[src/rtl/lif_scheduler.sv]
// Timestep scheduler for a layer of LIF neurons: streams currents into a 1-cycle LIF datapath
// and writes results back. Optional spike events enabled by LIF_SCHED_SPIKE_EVT_EN.
module lif_scheduler #(
    parameter int unsigned N_NEURON    = 16,
    parameter int unsigned IDX_WIDTH   = 4,
    parameter int unsigned MEM_WIDTH   = 24,
    parameter int unsigned IN_WIDTH    = 18,
    parameter int unsigned COUNT_WIDTH = 4
) (
    input  logic                       clk,
    input  logic                       rst,
    input  logic                       start,
    input  logic                       clr,
    output logic                       busy,
    output logic                       done,
    output logic [15:0]                ts_count,
    input  logic                       cur_valid,
    output logic                       cur_ready,
    input  logic signed [IN_WIDTH-1:0] cur_data,
    output logic                       lif_valid_in,
    output logic [IN_WIDTH-1:0]        lif_i_in,
    output logic [MEM_WIDTH-1:0]       lif_v_old,
    output logic [COUNT_WIDTH-1:0]     lif_cnt_old,
    input  logic                       lif_valid_out,
    input  logic [MEM_WIDTH-1:0]       lif_v_new,
    input  logic [COUNT_WIDTH-1:0]     lif_cnt_new,
    output logic                       spike_valid,
    output logic [IDX_WIDTH-1:0]       spike_idx,
    input  logic [IDX_WIDTH-1:0]       rd_idx,
    output logic [MEM_WIDTH-1:0]       rd_v,
    output logic [COUNT_WIDTH-1:0]     rd_cnt
);

    localparam int unsigned AW = (N_NEURON > 1) ? $clog2(N_NEURON) : 1;
    localparam logic [IDX_WIDTH-1:0] LastIdx = IDX_WIDTH'(N_NEURON - 1);

    typedef enum logic [1:0] {StIdle, StIssue, StDrain, StDone} state_e;

    state_e                 state_q, state_d;
    logic [IDX_WIDTH-1:0]   issue_idx_q, wb_idx_q;
    logic                   wb_pending_q;
    logic [15:0]            ts_count_q;
    logic [MEM_WIDTH-1:0]   v_mem_q   [N_NEURON];
    logic [COUNT_WIDTH-1:0] cnt_mem_q [N_NEURON];

    logic transfer, wb_fire, start_ok, clr_ok;

    assign transfer = cur_valid & cur_ready;
    // Writebacks are accepted only one cycle after an issue (fixed datapath latency).
    assign wb_fire  = lif_valid_out & wb_pending_q;
    assign clr_ok   = (state_q == StIdle) & clr;
    assign start_ok = (state_q == StIdle) & start & ~clr;

    always_ff @(posedge clk) begin
        if (rst) begin
            state_q <= StIdle;
        end else begin
            state_q <= state_d;
        end
    end

    always_comb begin
        state_d = state_q;
        unique case (state_q)
            StIdle:  if (start_ok) state_d = StIssue;
            StIssue: if (transfer && issue_idx_q == LastIdx) state_d = StDrain;
            StDrain: if (wb_fire && wb_idx_q == LastIdx) state_d = StDone;
            StDone:  state_d = StIdle;
            default: state_d = StIdle;
        endcase
    end

    always_comb begin
        busy      = (state_q != StIdle);
        done      = (state_q == StDone);
        cur_ready = (state_q == StIssue);
    end

    always_ff @(posedge clk) begin
        if (rst) begin
            issue_idx_q  <= '0;
            wb_idx_q     <= '0;
            wb_pending_q <= 1'b0;
            ts_count_q   <= '0;
        end else begin
            wb_pending_q <= transfer;
            if (start_ok) begin
                issue_idx_q <= '0;
            end else if (transfer) begin
                issue_idx_q <= issue_idx_q + 1'b1;
            end
            if (transfer) begin
                wb_idx_q <= issue_idx_q;
            end
            if (state_q == StDone) begin
                ts_count_q <= ts_count_q + 16'd1;
            end
        end
    end

    always_ff @(posedge clk) begin
        if (rst || clr_ok) begin
            for (int i = 0; i < N_NEURON; i++) begin
                v_mem_q[i]   <= '0;
                cnt_mem_q[i] <= '0;
            end
        end else if (wb_fire) begin
            v_mem_q[wb_idx_q[AW-1:0]]   <= lif_v_new;
            cnt_mem_q[wb_idx_q[AW-1:0]] <= lif_cnt_new;
        end
    end

    assign ts_count     = ts_count_q;
    assign lif_valid_in = transfer;
    assign lif_i_in     = cur_data;
    assign lif_v_old    = v_mem_q[issue_idx_q[AW-1:0]];
    assign lif_cnt_old  = cnt_mem_q[issue_idx_q[AW-1:0]];

    always_comb begin
        rd_v   = '0;
        rd_cnt = '0;
        if (32'(rd_idx) < N_NEURON) begin
            rd_v   = v_mem_q[rd_idx[AW-1:0]];
            rd_cnt = cnt_mem_q[rd_idx[AW-1:0]];
        end
    end

`ifdef LIF_SCHED_SPIKE_EVT_EN
    logic                 spike_valid_q, spike_evt;
    logic [IDX_WIDTH-1:0] spike_idx_q;

    // A changed spike count on writeback means the neuron fired this timestep.
    assign spike_evt = wb_fire & (lif_cnt_new != cnt_mem_q[wb_idx_q[AW-1:0]]);

    always_ff @(posedge clk) begin
        if (rst) begin
            spike_valid_q <= 1'b0;
            spike_idx_q   <= '0;
        end else begin
            spike_valid_q <= spike_evt;
            spike_idx_q   <= spike_evt ? wb_idx_q : '0;
        end
    end

    assign spike_valid = spike_valid_q;
    assign spike_idx   = spike_idx_q;
`else
    assign spike_valid = 1'b0;
    assign spike_idx   = '0;
`endif

endmodule

[config.mk]
export PLATFORM = sky130hd
export DESIGN_NAME = lif_scheduler
export DESIGN_NICKNAME = d
export VERILOG_FILES = /design/src/rtl/lif_scheduler.sv
export SDC_FILE = /design/constraint.sdc
export NUM_CORES = 1
export LEC_CHECK = 0
export CAP_MARGIN = 20
export CORE_ASPECT_RATIO = 1.25
export CORE_MARGIN = 3
export CORE_UTILIZATION = 40
export CTS_CLUSTER_DIAMETER = 120
export DETAILED_ROUTE_END_ITERATION = 10
export PLACE_DENSITY = 0.55
export SYNTH_ARGS = -nofsm -noshare
export SYNTH_HDL_FRONTEND = slang
export SYNTH_SLANG_ARGS = --single-unit
[constraint.sdc]
create_clock -name clk -period 8.35 [get_ports clk]
set_input_delay 2.0875 -clock clk [delete_from_list [all_inputs] [get_ports clk]]
set_output_delay 2.0875 -clock clk [all_outputs]
set_load 0.01 [all_outputs]
; ---- Word-level counts from Yosys, hierarchy flattened
; Memories as Yosys holds them, arrays and structs flattened. A register that Yosys moved wholly into a read port is not among the register bits.
; Cells that the tools add are included.
[totals]
register_bits = 27
latch_bits = 0
ram_bits = 448
mem_bits_ro = 0
word_cells = 51
n_memories = 2
[mem_list]
columns = name, words, width, rd, rd_clocked_by_memory_dff, wr, line_no
row1 = v_mem_q, 16, 24, 2, 1, 16, 43  ; logic [MEM_WIDTH-1:0] v_mem_q [N_NEURON];
row2 = cnt_mem_q, 16, 4, 2, 1, 16, 44  ; logic [COUNT_WIDTH-1:0] cnt_mem_q [N_NEURON];
[op_classes]
addsub = 2
multipliers = 0
n_div = 0
magnitude_cmp = 0
eq_ne = 8
shifts = 0
muxes = 19
n_bitwise = 6
n_reduce_logical = 9
[op_table]
columns = operator, n
row1 = 2-to-1 mux 4 bit, 7
row2 = 2-to-1 mux 24 bit, 1
row3 = OR reduction 24 bit, 1
row4 = adder 16 x 1 -> 16 bit (second input constant), 1
row5 = equality test 4 bit (second input constant), 2
row6 = case mux 2 bit (4 select lines), 1
row7 = 2-to-1 mux 1 bit, 7
row8 = 2-to-1 mux 2 bit, 3
row9 = AND 1 bit, 5
row10 = adder 4 x 1 -> 4 bit (second input constant), 1
row11 = equality test 2 bit (second input constant), 2
row12 = != test 2 bit (second input constant), 2
row13 = OR reduction 4 bit, 1
row14 = AND reduction 3 bit, 1
row15 = equality test 2 x 1 -> 1 bit (second input constant), 1
row16 = logical AND 1 bit, 2
row17 = zero test 2 bit, 1
row18 = != test 2 x 1 -> 1 bit (second input constant), 1
row19 = nonzero test 2 bit, 1
row20 = OR reduction 2 bit, 1
row21 = logical OR 1 bit, 1
row22 = inverter 1 bit, 1

; ---- Depth between registers and ports, before layout
; Gate-level depths: netlist of the first run.
[logic_depth]
word_depth = 7
depth_mapped = 9
ltp_nobuf = 7

; ---- Least setup slack after synthesis of the first run
; OpenSTA, ideal clock, no wires.
[synth_path]
path_kind = input to output
start = in rd_idx[0]
end = out rd_v[10]
t_arrival_ps = 3508
required_ps = 6262
slack_ps = 2754
cell_stages = 6
cell_sequence = clkbuf_1 buf_2 buf_2 mux4_2 a22oi_1 nand2_1
[synth_via]
elab_chain_cells = 1
[synth_rtl]
columns = item, line_no
row1 = start: declaration, 29  ; input logic [IDX_WIDTH-1:0] rd_idx,
row2 = memory read (16 x 24 bit), n/a
row3 = end: declaration, 30  ; output logic [MEM_WIDTH-1:0] rd_v,
; No other way between the ends.

; ---- Final worst setup path of the first run
[layout_path]
start = in rd_idx[2]
end = out rd_v[0]
; Same word-level chain as after synthesis.

==> results.py, run 1 <==
metrics = {
    "timing": {
        "rsz0062_at_grt": "no",
        "fin_worst_skew_ns": 0.0299,
        "fin_crit_ns": 6.86,
        "setup_tns_ns": 0,
        "finalCritPeriodShare": 0.821,
        "max_freq_mhz": 146,
        "tightest_slew_ns": 1.13,
        "max_slew_margin": 0.243,
        "timing.final.hold_violations": 0,
        "setup_violations": 0,
        "slew_violations": 0,
    },
    "global_route": {
        "grt_pass1_wl_mm": 111,
        "grt_pass1_vias": 16371,
        "globalRoute.totalOverflow": 0,
        "grt_start_max_net_pins": 61,
        "track_usage": 0.234,
        "antenna_found_initial": 7,
    },
    "synthesis": {
        "synth_flop_cell": "edfxtp_1",
        "synth_edf_count": 448,
        "synthCells": 1664,
        "yosys.area.top_type": "edfxtp_1",
        "ys_types": 43,
        "synthTopCellsByArea": "edfxtp_1, mux4_2, and2_1",
        "synth.cell_area_sq_um": 24900,
        "synth_top_area_frac": 0.539,
        "ys_seq_elements": 479,
        "synth_seq_area_share": 0.564,
        "avgSynthCellArea_sq_um": 15.0,
        "async_flop_share": 0,
        "ys_warn_count": 0,
    },
    "routing": {
        "drt_iter0_markers": 1520,
        "drt_wl_total_mm": 76.1,
        "drt-pass1-iter-count": 5,
        "antenna_left": 0,
        "routedWlPerCell_um": 29.7,
        "drt-vias-per-instance": 5.96,
        "drc_errors": 0,
        "via_count": 15270,
    },
    "floorplan": {
        "die_w_um": 229,
        "fp.dieArea_sq_um": 65400,
        "initial_core_util": 0.407,
        "boundaryPins": 155,
        "rows": 101,
        "core_sq_um": 61300,
        "die_h_um": 285,
    },
    "final_layout": {
        "ff_latch_area_sq_um": 14100,
        "syn_to_final_growth_pct": 13.7,
        "final_area_sq_um": 28400,
        "fillers": 5324,
        "drive_above_1_share": 0.220,
        "multi_input_area_sq_um": 10100,
        "nets": 1757,
    },
    "clocking": {
        "cts_resized": 0,
        "post_cts_buffers": 0,
        "cts_tree": "done",
        "htreeDepth": 2,
        "numClockSinks": 479,
        "clock_latency_ns": 0.60,
        "clockBufferDepth": 3,
        "cts_buffers": 51,
        "clk_pin_slew_ns": 0.05,
        "cts_root_buf": "clkbuf_16",
        "cts_hold_buf": 0,
    },
    "power_and_ir_drop": {
        "switching_share": 0.268,
        "vdd_ir_drop_max_mv": 0.175,
        "power_density_nw_per_um2": 237,
        "leakage_uw": 0.0103,
        "seq_power_share": 0.487,
        "p_int_uw": 4930,
        "clockPowerShare": 0.326,
        "netSwitchingPower_uw": 1800,
        "p_comb_frac": 0.186,
    },
    "setup_path": {
        "path_delay_family": "buffers and inverters",
        "crit_path_max_fanout": 18,
        "slowest_stage": "nor2b_4",
        "critical_path_required_ns": 6.26,
        "crit_path_start_kind": "input pin",
        "cp.arrival_ns": 4.77,
        "critPathBufInv": 3,
        "cpPeakStageDelay_ns": 0.80,
        "crit_type": "in2out",
        "path_cells": "clkdlybuf4s50_1, nor2b_4, buf_4, a22oi_1, nand2_1, clkdlybuf4s50_1",
        "crit_top_cell": "clkdlybuf4s50_1",
        "end_kind": "output port",
    },
    "placement": {
        "placed_area_sq_um": 26800,
        "dpl.hpwl_mm": 41.3,
        "gp_congestion": 0.774,
        "io_buffers": 113,
    },
    "status": {
        "outcome": "complete, no violations",
    },
    "flow_run": {
        "cap_violations": 0,
    },
    "min_path": {
        "hold_class": "reg2reg",
    },
}
==> layout by cell type, fill, tap and decap left out, types with 4 or more instances in the layout <==
cell / count
nor2b_4: 4
clkbuf_8: 5
buf_4: 39
and2_1: 392
nor2_1: 19
buf_12: 6
dfxtp_1: 29
and3_1: 61
conb_1: 5
clkinv_1: 12
edfxtp_1: 448
o21ai_0: 4
xnor2_1: 8
a22oi_1: 112
mux4_2: 224
inv_1: 8
or3_1: 6
nand2b_2: 12
clkinv_2: 6
clkbuf_1: 16
nor3_4: 7
clkbuf_16: 51
clkdlybuf4s50_1: 111
nor2_4: 4
a21oi_1: 9
ha_1: 6
nand4_1: 6
nand2_1: 74
xor2_1: 6
nand2b_1: 5
==> sequential cells by signal (all words and copies together), names as in the netlist, named ones only <==
| signal | count |
|---|---|
| cnt_mem_q | 64 |
| v_mem_q | 384 |
| issue_idx_q | 4 |
| ts_count | 16 |
| state_q | 2 |
| wb_idx_q | 4 |
| wb_pending_q | 1 |
==> worst min-delay path: cells and delay by family (launching register included) <==
kind | cells | cell delay [ns]
compound gates | 2 | 0.13
flops | 1 | 0.31
==> through the flow <==
step                      utilization  std cells  hold slack [ns]  total power (uW)  setup slack [ns]
final                           0.463       2561            0.495              6730              1.49
after global routing            0.463       2560            0.552              6970              1.45
after CTS                       0.462       2556            0.499              6780              1.54
after detailed placement        0.437       2464            0.487              4590              1.56
after global placement          0.436       2462            0.475              4540              1.53
after floorplan                     -       1668            0.457              4020              2.75
==> cell usage after synthesis (5+ instances only) <==
cell type  number
mux4_2        224
clkbuf_2        8
o21ai_0         6
buf_4          34
edfxtp_1      448
clkbuf_1      100
a21oi_1        10
nor2_1         21
and3_1         62
and2_1        394
nor2b_1         5
ha_1            6
inv_1           8
buf_6           9
or3_1           6
dfxtp_1        31
nand2b_1       17
xor2_1          6
nand2_1        75
nor3_2          7
a22oi_1       112
nand4_1         6
xnor2_1         8
buf_1           6
buf_2          28
==> layout make-up <==
type	count	area share
Inverter	9	0.00119
Tap cell	824	0.0363
Sequential cell	479	0.496
Antenna cell	3	0.000265
Timing Repair Buffer	159	0.0557
Multi-Input combinational cell	995	0.355
Clock inverter	21	0.00600
Clock buffer	71	0.0490
==> layer usage <==
layer  vias up  part of all wire  track usage
li1       6428                 -            -
met1      7975              0.40        0.310
met2       717              0.49        0.384
met3       144             0.080       0.0482
met4         6             0.035       0.0855
met5         -           0.00063            0
==> power groups by stage <==
stage	Sequential, uW	Clock (uW)	Combinational [uW]
after floorplan	3230	0	787
after global placement	3300	0	1250
after detailed placement	3330	0	1260
after CTS	3280	2230	1260
after global routing	3330	2320	1330
final	3280	2190	1250
==> cell families after synthesis <==
| kind of cell | share of synthesized area |
|---|---|
| fa+ha+maj | 0.00301 |
| compound gates | 0.0391 |
| mux | 0.203 |
| xor+xnor | 0.00492 |
| buf+inv | 0.0388 |
| flops | 0.564 |
| other cells | 0.000150 |
| simple gates | 0.147 |
==> path summary, 6_finish.rpt <==
| check | start | endpoint | slack [ns] | cells past startpoint |
|---|---|---|---|---|
| max | rd_idx[2] | rd_v[0] | 1.49 | 6 |
| min | ts_count[15] | ts_count[15] | 0.50 | 2 |
| max reg2reg | state_q[0] | v_mem_q[11][12] | 4.18 | 8 |
| min reg2reg | ts_count[15] | ts_count[15] | 0.50 | 2 |
(Power assumes the default switching activity.)
==> run 2, diff against run 1 <==
- PLACE_DENSITY: 0.55 -> 0.58
- clock period: 8.35 -> 6 ns (I/O delays scaled with it)
==> run 2 against run 1 <==
  * Non-clock buffer count is 10 higher
  * Critical path type unchanged
  * Clock skew is 0.019 ns lower
  * Utilization grew 0.40 points
  * Highest routed layer unchanged
  * Combinational power rose by 40%
  * Final cell count up 0.43%
==> results.py, run 2 (same netlist as run 1, synthesis figures left out) <==
metrics = {
    "status": {
        "outcome": "complete, no violations",
    },
    "setup_path": {
        "r2r_slack_ns": 2.71,
        "path_cells": "clkdlybuf4s50_1, nor2b_4, buf_4, a22oi_1, nand2_1, clkdlybuf4s50_1",
        "endpoint": "rd_v[7]",
        "r2r-end": "v_mem_q[10][8]",
        "reg2reg_from": "state_q[0]",
        "cp.arrival_ns": 3.88,
        "startpoint": "rd_idx[3]",
        "crit_path_max_fanout": 13,
        "cpPeakStageDelay_ns": 0.62,
        "crit_top_cell": "clkdlybuf4s50_1",
        "critical_path_required_ns": 4.50,
        "crit_path_start_kind": "input pin",
        "r2r_cells": 7,
        "slowest_stage": "nor2b_4",
        "crit_type": "in2out",
        "end_kind": "output port",
    },
    "routing": {
        "drt-pass1-iter-count": 6,
        "drt-vias-per-instance": 5.84,
        "drc_errors": 0,
        "routedWlPerCell_um": 28.1,
        "drt_iter0_markers": 1541,
        "antenna_left": 0,
        "via_count": 15030,
        "drt_wl_total_mm": 72.4,
    },
    "global_route": {
        "grt_start_max_net_pins": 58,
        "grt_pass1_vias": 15915,
        "globalRoute.totalOverflow": 0,
        "antenna_found_initial": 5,
        "grt_pass1_wl_mm": 106,
        "track_usage": 0.221,
    },
    "final_layout": {
        "drive_above_1_share": 0.230,
        "final_cell_mix": "edfxtp_1, and2_1, mux4_2",
        "syn_to_final_growth_pct": 14.7,
        "largest_register_ffs": 384,
        "nets": 1768,
        "largest_register": "v_mem_q",
        "mostFrequentLayoutCell": "edfxtp_1",
    },
    "flow_run": {
        "cap_violations": 0,
    },
    "floorplan": {
        "core_sq_um": 61300,
        "rows": 101,
        "boundaryPins": 155,
        "die_h_um": 285,
        "fp.dieArea_sq_um": 65400,
        "die_w_um": 229,
        "initial_core_util": 0.407,
    },
    "clocking": {
        "cts_buffers": 52,
        "numClockSinks": 479,
        "clockBufferDepth": 3,
        "post_cts_buffers": 0,
        "cts_root_buf": "clkbuf_16",
        "cts_tree": "done",
        "clock_latency_ns": 0.60,
        "cts_hold_buf": 0,
        "clk_pin_slew_ns": 0.06,
        "cts_resized": 0,
        "htreeDepth": 2,
    },
    "min_path": {
        "hold_class": "reg2reg",
    },
    "placement": {
        "gp_congestion": 0.783,
        "dpl.hpwl_mm": 42.5,
        "place_ws_ns": 0.607,
        "io_buffers": 113,
    },
    "power_and_ir_drop": {
        "leakage_uw": 0.0104,
        "p_int_uw": 6970,
        "vdd_ir_drop_max_mv": 0.234,
        "clockPowerShare": 0.336,
        "netSwitchingPower_uw": 2520,
        "power_density_nw_per_um2": 332,
        "seq_power_share": 0.480,
        "p_comb_frac": 0.184,
        "switching_share": 0.265,
    },
    "timing": {
        "max_slew_margin": 0.260,
        "fin_crit_ns": 5.38,
        "tightest_slew_ns": 1.11,
        "finalCritPeriodShare": 0.896,
        "setup_violations": 0,
        "setup_tns_ns": 0,
        "fin_worst_skew_ns": 0.0111,
        "rsz0062_at_grt": "no",
        "slew_violations": 0,
        "timing.final.hold_violations": 0,
        "hold_slack_ns": 0.500,
        "setup_ws_ns": 0.622,
        "max_freq_mhz": 186,
    },
}
[run 2: per-layer routing]
layer  part of all wire  vias to the layer above  global-route usage  wire length [um]
li1                   -                     6456                   -                 -
met1               0.38                     7821               0.281             27700
met2               0.51                      628               0.388             37300
met3              0.076                      123              0.0417              5490
met4              0.026                        2              0.0603              1890
met5            0.00018                        -                   0                13
[run 2: how the worst min path moves through the flow]
stage	from	endpoint	slack, ns	cells past startpoint
floorplan	issue_idx_q[3]	wb_idx_q[3]	0.46	2
global placement	ts_count[15]	ts_count[15]	0.47	2
detailed placement	issue_idx_q[1]	wb_idx_q[1]	0.49	2
CTS	issue_idx_q[1]	wb_idx_q[1]	0.50	2
global route	issue_idx_q[1]	wb_idx_q[1]	0.53	2
finish	issue_idx_q[1]	wb_idx_q[1]	0.50	2
[run 2: worst max-delay path: cells and delay by family]
kind,cells,cell delay (ns)
and+or+nand+nor,2,0.76
buffers and inverters,3,1.48
AOI/OAI and AO/OA,1,0.11
[run 2: final cells by class]
cell class                      count  area [sq um]
Timing Repair Buffer              169          1710
Tap cell                          824          1030
Inverter                            9          33.8
Clock inverter                     30           263
Antenna cell                        2          5.00
Fill cell                        5318         32700
Sequential cell                   479         14100
Clock buffer                       64          1420
Multi-Input combinational cell    995         10100
[run 2: per-stage QoR]
stage	utilization	instances	power, uW	cell area, sq um
after floorplan	-	1668	5600	25000
after global placement	0.439	2474	6330	26900
after detailed placement	0.439	2474	6390	26900
after CTS	0.466	2568	9560	28600
after global routing	0.467	2570	9840	28600
final	0.467	2572	9490	28600
[run 2: power groups by stage]
stage | Sequential [uW] | Combinational, uW | Clock [uW]
final | 4560 | 1750 | 3190
after detailed placement | 4630 | 1760 | 0
after CTS | 4560 | 1760 | 3240
after global placement | 4580 | 1750 | 0
after global routing | 4620 | 1840 | 3370
after floorplan | 4500 | 1100 | 0
==> run 3, diff against run 2 <==
- TNS_END_PERCENT: unset -> 50
==> results of run 3 <==
Same layout as run 2: the final DEF is identical, and so are final timing and power.
